<file path="config.mk">
export PLATFORM = sky130hd
export DESIGN_NAME = memory_unit_flat
export DESIGN_NICKNAME = d
export VERILOG_FILES = /design/src/rtl/memory_unit_pkg.sv /design/src/rtl/memory_unit_if.sv /design/src/rtl/memory_unit_addr_regs.sv /design/src/rtl/memory_unit.sv /design/src/flat_wrapper.sv
export SDC_FILE = /design/constraint.sdc
export NUM_CORES = 1
export LEC_CHECK = 0
export BUFFER_PORTS_ARGS = -buffer_cell sky130_fd_sc_hd__buf_2
export CAP_MARGIN = 20
export CORE_MARGIN = 3
export CORE_UTILIZATION = 56
export CTS_CLUSTER_DIAMETER = 50
export CTS_CLUSTER_SIZE = 14
export DETAILED_ROUTE_END_ITERATION = 12
export MAX_ROUTING_LAYER = met4
export PLACE_DENSITY = 0.8
export SLEW_MARGIN = 10
export SYNTH_ARGS = -nofsm -noshare
export SYNTH_HDL_FRONTEND = slang
export SYNTH_SLANG_ARGS = --single-unit
</file>
<file path="constraint.sdc">
create_clock -name clock -period 2 [get_ports clock]
set_input_delay 0.3 -clock clock [delete_from_list [all_inputs] [get_ports clock]]
set_output_delay 0.3 -clock clock [all_outputs]
set_load 0.1 [all_outputs]
</file>
<file path="src/rtl/memory_unit_pkg.sv">
// Shared types for memory_unit: memory_op encoding, FSM state enum and the default address width.
package memory_unit_pkg;

  localparam int ADDR_W_DEF = 16;

  typedef enum logic [2:0] {
    MEM_OP_NOP      = 3'd0,
    MEM_OP_READ     = 3'd1,
    MEM_OP_WRITE    = 3'd2,
    MEM_OP_FETCH    = 3'd3,
    MEM_OP_LOAD_PC  = 3'd4,
    MEM_OP_LOAD_MAR = 3'd5,
    MEM_OP_INC_PC   = 3'd6
  } memory_op_e;

  typedef enum logic [1:0] {
    MEM_ST_IDLE = 2'd0,
    MEM_ST_REQ  = 2'd1,
    MEM_ST_DONE = 2'd2
  } mem_state_e;

  function automatic logic is_access_op(input memory_op_e op);
    return (op == MEM_OP_READ) || (op == MEM_OP_WRITE) || (op == MEM_OP_FETCH);
  endfunction

endpackage

</file>
<file path="src/rtl/memory_unit_if.sv">
// External byte-wide RAM port: registered request/address/data out, one-cycle ack with read data back.
interface memory_unit_if #(
  parameter int ADDR_W = 16
);
  logic [ADDR_W-1:0] ext_addr;
  logic [7:0]        ext_wdata;
  logic              ext_we;
  logic              ext_req;
  logic              ext_ack;
  logic [7:0]        ext_rdata;

  modport master (
    output ext_addr, ext_wdata, ext_we, ext_req,
    input  ext_ack, ext_rdata
  );

  modport slave (
    input  ext_addr, ext_wdata, ext_we, ext_req,
    output ext_ack, ext_rdata
  );
endinterface

</file>
<file path="src/rtl/memory_unit_addr_regs.sv">
// PC and MAR with byte-wise loads and PC increment; muxes the access address (0 = PC, 1 = MAR).
module memory_unit_addr_regs #(
  parameter int ADDR_W = 16
) (
  input  logic              clock,
  input  logic              reset,
  input  logic              load_pc,
  input  logic              load_mar,
  input  logic              byte_hi,
  input  logic [7:0]        bus_in,
  input  logic              inc_pc,
  input  logic              addr_sel,
  output logic [ADDR_W-1:0] access_addr
);

  logic [ADDR_W-1:0] pc_q, pc_d;
  logic [ADDR_W-1:0] mar_q, mar_d;

  // Widen to 16 bits so the high-byte write works for any ADDR_W; bits above ADDR_W fall off.
  function automatic logic [ADDR_W-1:0] load_byte(input logic [ADDR_W-1:0] cur,
                                                  input logic hi, input logic [7:0] b);
    logic [15:0] w;
    w = 16'(cur);
    if (hi) w[15:8] = b;
    else    w[7:0]  = b;
    return w[ADDR_W-1:0];
  endfunction

  always_comb begin
    pc_d  = pc_q;
    mar_d = mar_q;
    if (load_pc)     pc_d  = load_byte(pc_q, byte_hi, bus_in);
    else if (inc_pc) pc_d  = pc_q + ADDR_W'(1);
    if (load_mar)    mar_d = load_byte(mar_q, byte_hi, bus_in);
  end

  always_ff @(posedge clock) begin
    if (reset) begin
      pc_q  <= '0;
      mar_q <= '0;
    end else begin
      pc_q  <= pc_d;
      mar_q <= mar_d;
    end
  end

  assign access_addr = addr_sel ? mar_q : pc_q;

endmodule

</file>
<file path="src/rtl/memory_unit.sv">
// Runs control_unit memory ops against an external RAM: IDLE -> REQ -> DONE, stalling until the ack
// (or timeout), then presents read data on the bus for one cycle in DONE.
module memory_unit
  import memory_unit_pkg::*;
#(
  parameter int ADDR_W      = ADDR_W_DEF,
  parameter int ACK_TIMEOUT = 15
) (
  input  logic          clock,
  input  logic          reset,
  input  memory_op_e    memory_op,
  input  logic          data_word_selector,
  input  logic          bus_selector,
  input  logic [7:0]    bus_in,
  output logic [7:0]    bus_out,
  output logic          bus_out_en,
  output logic          stall,
  output logic          mem_error,
  memory_unit_if.master ext
);

  localparam int CNT_W = $clog2(ACK_TIMEOUT);

  mem_state_e        state_q, state_d;
  logic [CNT_W-1:0]  cnt_q, cnt_d;
  logic              req_q, req_d;
  logic              we_q, we_d;
  logic              fetch_q, fetch_d;
  logic [ADDR_W-1:0] addr_q, addr_d;
  logic [7:0]        wdata_q, wdata_d;
  logic [7:0]        rdata_q, rdata_d;
  logic              err_q, err_d;

  logic              load_pc, load_mar, inc_pc, addr_sel;
  logic [ADDR_W-1:0] access_addr;

  memory_unit_addr_regs #(.ADDR_W(ADDR_W)) u_addr_regs (
    .clock       (clock),
    .reset       (reset),
    .load_pc     (load_pc),
    .load_mar    (load_mar),
    .byte_hi     (data_word_selector),
    .bus_in      (bus_in),
    .inc_pc      (inc_pc),
    .addr_sel    (addr_sel),
    .access_addr (access_addr)
  );

  always_comb begin
    state_d    = state_q;
    cnt_d      = cnt_q;
    req_d      = req_q;
    we_d       = we_q;
    fetch_d    = fetch_q;
    addr_d     = addr_q;
    wdata_d    = wdata_q;
    rdata_d    = rdata_q;
    err_d      = err_q;
    load_pc    = 1'b0;
    load_mar   = 1'b0;
    inc_pc     = 1'b0;
    addr_sel   = bus_selector && (memory_op != MEM_OP_FETCH);
    stall      = 1'b0;
    bus_out_en = 1'b0;
    bus_out    = 8'h00;

    case (state_q)
      MEM_ST_IDLE: begin
        if (is_access_op(memory_op)) begin
          stall   = 1'b1;
          state_d = MEM_ST_REQ;
          req_d   = 1'b1;
          we_d    = (memory_op == MEM_OP_WRITE);
          fetch_d = (memory_op == MEM_OP_FETCH);
          addr_d  = access_addr;
          wdata_d = bus_in;
          cnt_d   = '0;
        end else begin
          load_pc  = (memory_op == MEM_OP_LOAD_PC);
          load_mar = (memory_op == MEM_OP_LOAD_MAR);
          inc_pc   = (memory_op == MEM_OP_INC_PC);
        end
      end
      MEM_ST_REQ: begin
        stall = 1'b1;
        // Ack is checked first so an ack on the final allowed cycle still completes cleanly.
        if (ext.ext_ack) begin
          req_d   = 1'b0;
          rdata_d = ext.ext_rdata;
          inc_pc  = fetch_q;
          state_d = MEM_ST_DONE;
        end else if (cnt_q == CNT_W'(ACK_TIMEOUT - 1)) begin
          req_d   = 1'b0;
          err_d   = 1'b1;
          rdata_d = 8'hFF;
          state_d = MEM_ST_DONE;
        end else begin
          cnt_d = cnt_q + CNT_W'(1);
        end
      end
      MEM_ST_DONE: begin
        bus_out_en = !we_q;
        bus_out    = we_q ? 8'h00 : rdata_q;
        state_d    = MEM_ST_IDLE;
      end
      default: state_d = MEM_ST_IDLE;
    endcase
  end

  always_ff @(posedge clock) begin
    if (reset) begin
      state_q <= MEM_ST_IDLE;
      cnt_q   <= '0;
      req_q   <= 1'b0;
      we_q    <= 1'b0;
      fetch_q <= 1'b0;
      addr_q  <= '0;
      wdata_q <= 8'h00;
      rdata_q <= 8'h00;
      err_q   <= 1'b0;
    end else begin
      state_q <= state_d;
      cnt_q   <= cnt_d;
      req_q   <= req_d;
      we_q    <= we_d;
      fetch_q <= fetch_d;
      addr_q  <= addr_d;
      wdata_q <= wdata_d;
      rdata_q <= rdata_d;
      err_q   <= err_d;
    end
  end

  assign ext.ext_addr  = addr_q;
  assign ext.ext_wdata = wdata_q;
  assign ext.ext_we    = we_q;
  assign ext.ext_req   = req_q;
  assign mem_error     = err_q;

endmodule

</file>
<file path="src/flat_wrapper.sv">
// flat-port wrapper written by rule: the top's interface ports become plain ports
module memory_unit_flat import memory_unit_pkg::*;
#(
  parameter int ADDR_W      = ADDR_W_DEF,
  parameter int ACK_TIMEOUT = 15
)
  (clock, reset, memory_op, data_word_selector, bus_selector, bus_in, bus_out, bus_out_en, stall, mem_error, ext_ext_addr, ext_ext_wdata, ext_ext_we, ext_ext_req, ext_ext_ack, ext_ext_rdata);
  memory_unit_if #(.ADDR_W(ADDR_W)) ext_i ();
  input  logic clock;
  input  logic reset;
  input  memory_op_e memory_op;
  input  logic data_word_selector;
  input  logic bus_selector;
  input  logic [7:0] bus_in;
  output logic [7:0] bus_out;
  output logic bus_out_en;
  output logic stall;
  output logic mem_error;
  output wire logic [$bits(ext_i.ext_addr)-1:0] ext_ext_addr;
  output wire logic [$bits(ext_i.ext_wdata)-1:0] ext_ext_wdata;
  output wire logic [$bits(ext_i.ext_we)-1:0] ext_ext_we;
  output wire logic [$bits(ext_i.ext_req)-1:0] ext_ext_req;
  input wire logic [$bits(ext_i.ext_ack)-1:0] ext_ext_ack;
  input wire logic [$bits(ext_i.ext_rdata)-1:0] ext_ext_rdata;
  assign ext_ext_addr = ext_i.ext_addr;
  assign ext_ext_wdata = ext_i.ext_wdata;
  assign ext_ext_we = ext_i.ext_we;
  assign ext_ext_req = ext_i.ext_req;
  assign ext_i.ext_ack = ext_ext_ack;
  assign ext_i.ext_rdata = ext_ext_rdata;
  memory_unit #(.ADDR_W(ADDR_W), .ACK_TIMEOUT(ACK_TIMEOUT)) u_core (.clock(clock), .reset(reset), .memory_op(memory_op), .data_word_selector(data_word_selector), .bus_selector(bus_selector), .bus_in(bus_in), .bus_out(bus_out), .bus_out_en(bus_out_en), .stall(stall), .mem_error(mem_error), .ext(ext_i));
endmodule
</file>
==> results.sh <==
export IMPL_status="finished clean"
export IMPL_hold_path_class="input pin to flip-flop"
export IMPL_start_util=0.583
export IMPL_cts_clk_slew_worst_paths_ns=0.07
export IMPL_clock_path_buffers=2
export IMPL_drive_above_1_share=0.287
export IMPL_synthFlopType="dfxtp_1"
export IMPL_drv_slew=0
export IMPL_seq_area_frac_synth=0.426
export IMPL_synth_nets=418
export IMPL_root_buffer="clkbuf_8"
export IMPL_ys_top_cells_by_area="dfxtp_1 (43%), mux2i_1 (9.2%), nor2_1 (6.3%)"
export IMPL_path_class="flip-flop to output pin"
export IMPL_fin_skew_ns=0.00775
export IMPL_io_pins=61
export IMPL_first_iter_violations=283
export IMPL_power_uw=3470
export IMPL_async_reset_ff_frac=0
export IMPL_synth_top_area_cell="dfxtp_1"
export IMPL_place_gp_congestion=0.940
export IMPL_drcViolationCount=0
export IMPL_ys_ff_latch=74
export IMPL_relSlewSlack=0.604
export IMPL_hpwl_mm=6.31
export IMPL_final_hold_violation_count=0
export IMPL_rows=28
export IMPL_synth_common_cells="dfxtp_1 (74), nor2_1 (58), mux2i_1 (32), nand2_1 (30), a21oi_1 (24)"
export IMPL_worst_pin_slew_ns=0.590
export IMPL_cp_top_family="buffers and inverters"
export IMPL_syn_area_um2=3470
export IMPL_setup_tns_ns=0
export IMPL_antenna_found_initial=0
export IMPL_grt_pass1_vias=2876
export IMPL_ys_types=56
export IMPL_numCtsBuffers=9
export IMPL_crit_path_start="u_core.state_q[0]"
export IMPL_path_max_fanout=5
export IMPL_wl_per_cell_um=16.4
export IMPL_cp_data_required_time_ns=1.70
export IMPL_worstHoldStart="ext_ext_rdata[7]"
export IMPL_vias_per_cell=5.90
export IMPL_crit_buf_inv=3
export IMPL_routed_wl_mm=8.82
export IMPL_portBuffers=60
export IMPL_grt_overflow_total=0
export IMPL_cts_sink_count=74
export IMPL_worstPathArrival_ns=1.62
export IMPL_synth_edff_count=0
export IMPL_coreArea_um2=5960
export IMPL_cts_tree="yes"
export IMPL_cp_end_kind="output pin"
export IMPL_synth_most_common_cell="dfxtp_1"
export IMPL_grt_setup_unrepaired="false"
export IMPL_setup_viol=0
export IMPL_synth_top_cell_area_share=0.426
export IMPL_synthToLayoutAreaGrowth_pct=24.1
export IMPL_p_leak_uw=0.00186
export IMPL_grt_max_degree=57
export IMPL_ir_drop_mv=0.589
export IMPL_cp_slowest_stage_delay_ns=0.46
export IMPL_min_period_ns=1.92
export IMPL_maxCapViolations=0
export IMPL_ys_warn_count=0
export IMPL_htreeDepth=3
export IMPL_die_w_um=84.8
export IMPL_clk_latency_ns=0.35
export IMPL_synthCells=391
export IMPL_drt_pass1_iter_count=5
export IMPL_reg2reg_from="u_core.state_q[0]"
export IMPL_grt_use_total=0.262
export IMPL_diodes=0
export IMPL_start_kind="flip-flop"
export IMPL_period_share=0.959
export IMPL_die_h_um=84.8
export IMPL_slowest_stage="dfxtp_1"
export IMPL_avgSynthCellArea_um2=8.89
export IMPL_route_vias_total=3176
export IMPL_power_density_nw_per_um2=805
export IMPL_grt_pass1_wl_mm=14.6
export IMPL_nets=486
export IMPL_fmax_mhz=522
export IMPL_ant_nets=0
export IMPL_die_area_um2=7190
export IMPL_path_cells="buf_4 > inv_1 > a21oi_2 > buf_6"
==> metrics by stage <==
stage                     instances   util  hold WS, ns  setup slack, ns  instance area, um2
after floorplan                 391      -        0.436           -0.278                3510
after global placement          520  0.684        0.440            0.164                4070
after detailed placement        520  0.684        0.445            0.109                4070
after CTS                       536  0.720        0.189           0.0377                4290
after global routing            538  0.724        0.187           0.0176                4310
final                           538  0.724        0.196           0.0830                4310
==> final cells by class <==
| type | instances | area [um2] |
|---|---|---|
| Multi-Input combinational cell | 284 | 1860 |
| Fill cell | 477 | 1650 |
| Sequential cell | 74 | 1490 |
| Timing Repair Buffer | 85 | 654 |
| Clock buffer | 12 | 155 |
| Tap cell | 75 | 93.8 |
| Clock inverter | 3 | 40.0 |
| Inverter | 5 | 18.8 |
==> flip-flops by register name (all words and copies together) (netlist names) <==
register	count
u_core.ext.ext_addr	16
u_core.u_addr_regs.pc_q	16
u_core.rdata_q	8
u_core.state_q	2
u_core.cnt_q	4
u_core.mem_error	1
u_core.ext.ext_we	1
u_core.ext.ext_wdata	8
u_core.ext.ext_req	1
u_core.fetch_q	1
u_core.u_addr_regs.mar_q	16
==> path summary, 6_finish.rpt <==
kind	endpoint	slack, ns	cells past startpoint
worst max-delay path	stall	0.08	4
worst min register to register	u_core.ext.ext_wdata[2]	0.45	2
worst min-delay path	u_core.rdata_q[7]	0.20	3
worst max register to register	u_core.u_addr_regs.pc_q[15]	0.12	6
==> cells by family (layout without fill, tap and decap cells) <==
kind of cell,count (synthesis),in the layout,synth area share
simple gates,156,156,0.228
compound gates,91,91,0.190
flops,74,74,0.426
buf+inv,33,105,0.0479
mux,32,32,0.0922
fa+ha+maj,3,3,0.0108
xor+xnor,2,2,0.00504
==> layout by cell type (no fill, tap or decap), types with 12 or more instances in the layout <==
cell type,n
nand3_1,12
dfxtp_1,72
nor2_1,58
mux2i_1,32
a211oi_1,18
nand2_1,30
buf_4,23
buf_2,50
a21oi_1,23
==> repair_timing <==
item,CTS,global route
resized for setup,1,2
endpoints found under the setup margin,9,12
pin swaps,0,1
hold buffers,0,0
buffers inserted,1,2
==> per-layer routing <==
| metal | global-route usage | vias to the layer above | share of wire |
|---|---|---|---|
| met5 | - | - | 0 |
| met4 | 0.0691 | 0 | 0.012 |
| met3 | 0.0608 | 12 | 0.066 |
| met2 | 0.406 | 122 | 0.48 |
| met1 | 0.345 | 1500 | 0.44 |
| li1 | - | 1542 | - |
==> report_power, final <==
| part | internal (uW) | switching [uW] |
|---|---|---|
| Sequential | 1540 | 42.0 |
| Combinational | 176 | 548 |
| Clock | 634 | 532 |
==> tightest hold or removal path: cells and delay by family <==
family	cells	cell delay, ns
AO/OA/AOI/OAI	1	0.06
AND/OR/NAND/NOR	1	0.08
buffers and inverters	1	0.08
(Power assumes the default switching activity.)
